==> src/rtl/sseg_scan_driver_pkg.sv <==
// Shared constants for the seven-segment scan driver: active-low glyph table,
// blank pattern and the per-cycle slot phase used to decide anode drive.
package sseg_pkg;

   localparam logic [6:0] SEG_BLANK = 7'h7F;

   // Cathode patterns {g,f,e,d,c,b,a}, active-low, indexed by hex value
   localparam logic [6:0] GLYPH_TABLE [16] = '{
      7'h40, 7'h79, 7'h24, 7'h30, 7'h19, 7'h12, 7'h02, 7'h78,
      7'h00, 7'h10, 7'h08, 7'h03, 7'h46, 7'h21, 7'h06, 7'h0E
   };

   typedef enum logic [1:0] {
      SLOT_GUARD,
      SLOT_LIT,
      SLOT_DARK
   } slot_phase_e;

   function automatic logic [6:0] hexGlyph(input logic [3:0] hex);
      return GLYPH_TABLE[hex];
   endfunction

endpackage

==> src/rtl/sseg_scan_driver_if.sv <==
// Digit/control inputs and display pin outputs of the scan driver, grouped so
// the upstream counter block and the driver share one bundle.
interface sseg_scan_driver_if #(
   parameter int NUM_DIGITS = 8
);

   logic [4*NUM_DIGITS-1:0] ssd_digits;
   logic [NUM_DIGITS-1:0]   ssd_dp_in;
   logic [NUM_DIGITS-1:0]   ssd_digit_en;
   logic                    ssd_lzb;
   logic [NUM_DIGITS-1:0]   ssd_an;
   logic [6:0]              ssd_seg;
   logic                    ssd_dp;
   logic                    ssd_frame;

   modport master (
      output ssd_digits, ssd_dp_in, ssd_digit_en, ssd_lzb,
      input  ssd_an, ssd_seg, ssd_dp, ssd_frame
   );

   modport slave (
      input  ssd_digits, ssd_dp_in, ssd_digit_en, ssd_lzb,
      output ssd_an, ssd_seg, ssd_dp, ssd_frame
   );

endinterface

==> src/rtl/sseg_scan_driver_hex_to_sseg.sv <==
// Combinational hex nibble to active-low seven-segment glyph lookup.
module hex_to_sseg
   import sseg_pkg::*;
(
   input  logic [3:0] hex_i,
   output logic [6:0] seg_o
);

   always_comb begin
      seg_o = hexGlyph(hex_i);
   end

endmodule

==> src/rtl/sseg_scan_driver.sv <==
// Time-multiplexed common-anode display driver: scans a per-frame snapshot of
// the digit inputs, one digit per refresh slot, with a dark guard at slot start.
module sseg_scan_driver
   import sseg_pkg::*;
#(
   parameter int NUM_DIGITS  = 8,
   parameter int REFRESH_DIV = 100000,
   parameter int GUARD       = 16
) (
   input logic               ssd_clk,
   input logic               ssd_rst_n,
   sseg_scan_driver_if.slave bus
);

   localparam int IW = $clog2(NUM_DIGITS);
   localparam int CW = $clog2(REFRESH_DIV);

   logic [CW-1:0]           prescale_q, prescale_d;
   logic [IW-1:0]           slotIdx_q, slotIdx_d;
   logic [4*NUM_DIGITS-1:0] shDigits_q;
   logic [NUM_DIGITS-1:0]   shDp_q;
   logic [NUM_DIGITS-1:0]   shEn_q;
   logic                    shLzb_q;
   logic                    frame_q, frame_d;
   logic [NUM_DIGITS-1:0]   an_q, an_d;
   logic [6:0]              seg_q;
   logic                    dp_q, dp_d;

   logic                    tick;
   logic                    frameStart;
   logic                    zeroLead;
   logic                    dark;
   logic [3:0]              curHex;
   logic [6:0]              curGlyph;
   slot_phase_e             phase;

   // A frame begins on the tick that wraps the slot index back to digit 0
   always_comb begin
      tick       = (prescale_q == CW'(REFRESH_DIV - 1));
      prescale_d = tick ? '0 : prescale_q + CW'(1);
      frameStart = tick && (slotIdx_q == IW'(NUM_DIGITS - 1));
      frame_d    = frameStart;
      slotIdx_d  = slotIdx_q;
      if (tick) begin
         slotIdx_d = frameStart ? '0 : slotIdx_q + IW'(1);
      end
   end

   // Leading-zero blanking looks at the current digit and everything to its left
   always_comb begin
      zeroLead = 1'b1;
      for (int i = 0; i < NUM_DIGITS; i++) begin
         if (i >= int'(slotIdx_q) && shDigits_q[4*i +: 4] != 4'h0) begin
            zeroLead = 1'b0;
         end
      end
      dark = !shEn_q[slotIdx_q] ||
             (shLzb_q && (slotIdx_q != '0) && zeroLead);
      curHex = shDigits_q[4*int'(slotIdx_q) +: 4];
   end

   hex_to_sseg u_glyph (
      .hex_i (curHex),
      .seg_o (curGlyph)
   );

   // Anode only goes low once the guard interval of the slot has elapsed
   always_comb begin
      if (prescale_q < CW'(GUARD)) begin
         phase = SLOT_GUARD;
      end else if (dark) begin
         phase = SLOT_DARK;
      end else begin
         phase = SLOT_LIT;
      end
      an_d = '1;
      if (phase == SLOT_LIT) begin
         an_d[slotIdx_q] = 1'b0;
      end
      dp_d = ~shDp_q[slotIdx_q];
   end

   // Counters, frame snapshot and registered pin drivers
   always_ff @(posedge ssd_clk or negedge ssd_rst_n) begin
      if (!ssd_rst_n) begin
         prescale_q <= '0;
         slotIdx_q  <= IW'(NUM_DIGITS - 1);
         shDigits_q <= '0;
         shDp_q     <= '0;
         shEn_q     <= '0;
         shLzb_q    <= 1'b0;
         frame_q    <= 1'b0;
         an_q       <= '1;
         seg_q      <= SEG_BLANK;
         dp_q       <= 1'b1;
      end else begin
         prescale_q <= prescale_d;
         slotIdx_q  <= slotIdx_d;
         frame_q    <= frame_d;
         an_q       <= an_d;
         seg_q      <= curGlyph;
         dp_q       <= dp_d;
         if (frameStart) begin
            shDigits_q <= bus.ssd_digits;
            shDp_q     <= bus.ssd_dp_in;
            shEn_q     <= bus.ssd_digit_en;
            shLzb_q    <= bus.ssd_lzb;
         end
      end
   end

   assign bus.ssd_an    = an_q;
   assign bus.ssd_seg   = seg_q;
   assign bus.ssd_dp    = dp_q;
   assign bus.ssd_frame = frame_q;

endmodule

==> src/flat_wrapper.sv <==
// flat-port wrapper written by rule: the top's interface ports become plain ports
module sseg_scan_driver_flat import sseg_pkg::*;
#(
   parameter int NUM_DIGITS  = 8,
   parameter int REFRESH_DIV = 100000,
   parameter int GUARD       = 16
)
  (ssd_clk, ssd_rst_n, bus_ssd_digits, bus_ssd_dp_in, bus_ssd_digit_en, bus_ssd_lzb, bus_ssd_an, bus_ssd_seg, bus_ssd_dp, bus_ssd_frame);
  sseg_scan_driver_if #(.NUM_DIGITS(NUM_DIGITS)) bus_i ();
  input logic ssd_clk;
  input logic ssd_rst_n;
  input wire logic [$bits(bus_i.ssd_digits)-1:0] bus_ssd_digits;
  input wire logic [$bits(bus_i.ssd_dp_in)-1:0] bus_ssd_dp_in;
  input wire logic [$bits(bus_i.ssd_digit_en)-1:0] bus_ssd_digit_en;
  input wire logic [$bits(bus_i.ssd_lzb)-1:0] bus_ssd_lzb;
  output wire logic [$bits(bus_i.ssd_an)-1:0] bus_ssd_an;
  output wire logic [$bits(bus_i.ssd_seg)-1:0] bus_ssd_seg;
  output wire logic [$bits(bus_i.ssd_dp)-1:0] bus_ssd_dp;
  output wire logic [$bits(bus_i.ssd_frame)-1:0] bus_ssd_frame;
  assign bus_i.ssd_digits = bus_ssd_digits;
  assign bus_i.ssd_dp_in = bus_ssd_dp_in;
  assign bus_i.ssd_digit_en = bus_ssd_digit_en;
  assign bus_i.ssd_lzb = bus_ssd_lzb;
  assign bus_ssd_an = bus_i.ssd_an;
  assign bus_ssd_seg = bus_i.ssd_seg;
  assign bus_ssd_dp = bus_i.ssd_dp;
  assign bus_ssd_frame = bus_i.ssd_frame;
  sseg_scan_driver #(.NUM_DIGITS(NUM_DIGITS), .REFRESH_DIV(REFRESH_DIV), .GUARD(GUARD)) u_core (.ssd_clk(ssd_clk), .ssd_rst_n(ssd_rst_n), .bus(bus_i));
endmodule
==> config.mk <==
export PLATFORM = sky130hd
export DESIGN_NAME = sseg_scan_driver_flat
export DESIGN_NICKNAME = d
export VERILOG_FILES = /design/src/rtl/sseg_scan_driver_pkg.sv /design/src/rtl/sseg_scan_driver_if.sv /design/src/rtl/sseg_scan_driver_hex_to_sseg.sv /design/src/rtl/sseg_scan_driver.sv /design/src/flat_wrapper.sv
export SDC_FILE = /design/constraint.sdc
export NUM_CORES = 1
export LEC_CHECK = 0
export BUFFER_PORTS_ARGS = -buffer_cell sky130_fd_sc_hd__buf_4
export CAP_MARGIN = 20
export CORE_UTILIZATION = 56
export CTS_CLUSTER_DIAMETER = 100
export DETAILED_ROUTE_END_ITERATION = 12
export PLACE_DENSITY = 0.79
export SYNTH_ARGS = -nofsm -noshare
export SYNTH_HDL_FRONTEND = slang
export SYNTH_HIERARCHICAL = 1
export SYNTH_SLANG_ARGS = --single-unit
==> constraint.sdc <==
create_clock -name ssd_clk -period 2.9 [get_ports ssd_clk]
set_clock_uncertainty 0.15 [all_clocks]
set_input_delay 0.29 -clock ssd_clk [delete_from_list [all_inputs] [get_ports ssd_clk]]
set_output_delay 0.29 -clock ssd_clk [all_outputs]
set_load 0.01 [all_outputs]
==> out/qor.csv <==
metric;value;unit
status;completed;
grt total ovfl;0;
Die Wd;88.7;µm
register area share after synthesis;51.6;%
# rows;31;
Hold Fails Final Rpt;0;
Synth async-reset ratio;100;%
Synth Register Bits;86;
CP max stage delay;0.67;ns
IO buf count;67;
WP data arrival;2.83;ns
crit-path cells;buf_4 -> mux2i_1 -> o2bb2ai_1 -> a221o_1 -> inv_1 -> ha_1 -> inv_1 -> mux4_2;
DR DRC count;0;
ranking of synthesized cells by area;dfrtp_1 (40%), dfstp_2 (12%), mux2_2 (11%), ha_1 (3.6%), mux2_4 (3.6%);
antenna violations before repair;0;
worst slew pin tran;0.613;ns
Synthesized Nets;403;
Register Area;0.00218;mm²
Mapped Area;0.00421;mm²
HPWL Detailed;6070;µm
most used cell along the critical path;inv_1;
global-route wire length before repair;14100;µm
I/O Pins;68;
fraction of layout cells with a size suffix above 1;41.0;%
CTS root buffer;clkbuf_8;
Iteration-0 DRC Markers;214;
Multi-input gate area;0.00192;mm²
FMAX;0.370;GHz
Synth top cells by count;dfrtp_1 (67), mux2_2 (43), nand2_1 (20), nor2_1 (20), dfstp_2 (19);
Tcrit/Tclk final;93.3;%
vias in the first global route;2952;
Rel. slew slack;58.8;%
RSZ-0062 raised after global routing;false;
LEAKAGE;2.17;nW
Antenna Cells;0;
pin count of the biggest net entering global routing;87;
warnings from Yosys;6;
wirelength, routed;8380;µm
starting density of the core;58.1;%
routability cong.;0.806;
Avg Cell Area, Syn;12.4;µm²
WS Path Type;flip-flop to flip-flop;
cell taking the most area after synthesis;dfrtp_1;
type of the most critical hold path;input port to flip-flop;
Power Total;2.19;mW
DRT Pass-1 Iters;4;
Startpoint Class;flip-flop;
Post-Route Setup TNS;0;ns
remaining antenna violation count;0;
Peak VDD IR;0.282;mV
Unique masters post-synth;56;
Critical path buffers and inverters;3;
crit path time final;2.71;ns
count leader, synth;dfrtp_1;
Slowest cell on crit path;dfstp_2;
P&R area growth vs syn;18.9;%
post-DR vias/cell;5.66;
Synth top area share;39.8;%
clk buf depth;2;
Fillers;534;
post-synthesis instance total;340;
Power Density;438;mW/mm²
crit-path max FO;14;
clk sinks;86;
Die Y;88.7;µm
CTS Buf Count;9;
CP delay by family, top;flip-flops;
maxcap violations;0;
die area;0.00788;mm²
htree depth;3;
clock latency on the worst-skew pair;0.35;ns
Worst EP required;3.03;ns
via count;2922;
nets;475;
Post-synth EDFFs;0;
DR WL/cell;16.2;µm
final-report setup violation count;0;
CP Capture Type;flip-flop;
Clk pin slew, worst setup/hold paths;0.08;ns
Synth Flop Type;dfrtp_1;
CORE AREA;0.00725;mm²
CTS tree;built;
Slew Limit Fails;0;
gr usage total;24.0;%
power by group:
part           internal, mW  total (mW)  switching [mW]
clock                 0.313       0.720           0.407
sequential             1.25        1.28          0.0309
combinational         0.114       0.191          0.0764
total                  1.68        2.19           0.514
stage by stage:
step                hold WS, ns  area [µm²]  worst slack (ns)  utilization (%)  std cells
floorplan                -0.156        4210             0.231                -        340
global placement          0.329        4810             0.325             66.3        498
detailed placement        0.327        4810             0.225             66.3        498
CTS                     0.00194        4970             0.218             68.5        514
global route            0.00527        5010            0.0802             69.1        516
finish                   0.0137        5010             0.195             69.1        516
registers in the layout, indices dropped and copies added, names as in the netlist:
signal,count
u_core/shDigits_q,32
u_core/prescale_q,17
u_core/bus.ssd_an,8
u_core/shDp_q,8
u_core/shEn_q,8
u_core/bus.ssd_seg,7
u_core/slotIdx_q,3
u_core/bus.ssd_dp,1
u_core/bus.ssd_frame,1
u_core/shLzb_q,1
cells in the final DEF (no fill, tap or decap), types with 2 or more instances in the layout:
cell       count
buf_4         74
dfrtp_1       67
mux2_2        43
nand2_1       20
nor2_1        20
dfstp_2       19
ha_1          12
mux2i_1       11
nand4_1       10
xnor2_1       10
mux2_4        10
clkbuf_8       9
inv_1          8
nand3_1        8
nor2b_1        7
o21ai_0        7
nor4_1         6
nor3_1         5
a21oi_1        5
mux4_2         5
clkbuf_1       4
o2111ai_1      4
and2_1         3
xor2_1         3
or4_1          2
a22oi_1        2
a31oi_1        2
o211ai_1       2
o22ai_1        2
o41ai_1        2
o2bb2ai_1      2
a221o_1        2
nand2b_1       2
o21ai_1        2
final timing paths:
kind                                                  from                           endpoint  slack, ns  depth (start not counted)
min reg2reg                   u_core/shDp_q[4]$_DFFE_PN0P_        u_core/bus.ssd_dp$_DFF_PN1_       0.34                          1
min                                     bus_ssd_digits[30]  u_core/shDigits_q[30]$_DFFE_PN0P_       0.01                          2
max reg2reg                u_core/slotIdx_q[2]$_DFFE_PN1N_    u_core/bus.ssd_seg[3]$_DFF_PN1_       0.19                          8
max in group asynchronous                        ssd_rst_n     u_core/bus.ssd_an[6]$_DFF_PN1_       1.72                          3
max                        u_core/slotIdx_q[2]$_DFFE_PN1N_    u_core/bus.ssd_seg[3]$_DFF_PN1_       0.19                          8
min in group asynchronous                        ssd_rst_n   u_core/shDigits_q[4]$_DFFE_PN0P_       0.22                          2
kinds of logic after synthesis:
kind of cell / after synthesis / share of synthesized area [%]
and+or+nand+nor: 96 / 12.1
DFF: 86 / 51.6
muxes: 69 / 20.3
AOI/OAI and AO/OA: 40 / 6.89
buffers and inverters: 24 / 2.79
xor gates and xnor gates: 13 / 2.70
adders and majority gates: 12 / 3.56
routing by layer:
metal	global-route usage, %	up-vias	wire length, µm
li1	-	1386	-
met1	32.4	1446	3730
met2	38.6	81	4160
met3	5.13	9	378
met4	8.36	0	103
met5	0	-	0
final cells by class:
| type | count | area share, % |
|---|---|---|
| Tap cell | 99 | 2.47 |
| Sequential cell | 86 | 43.4 |
| Clock inverter | 3 | 0.425 |
| Multi-Input combinational cell | 230 | 38.4 |
| Timing Repair Buffer | 76 | 11.8 |
| Clock buffer | 13 | 2.77 |
| Inverter | 9 | 0.674 |
timing repair:
item,in CTS,in global routing
hold endpoints to repair,0,23
resized for setup,0,0
hold buffers,0,1
buffers inserted,0,0
(Power assumes the default switching activity.)
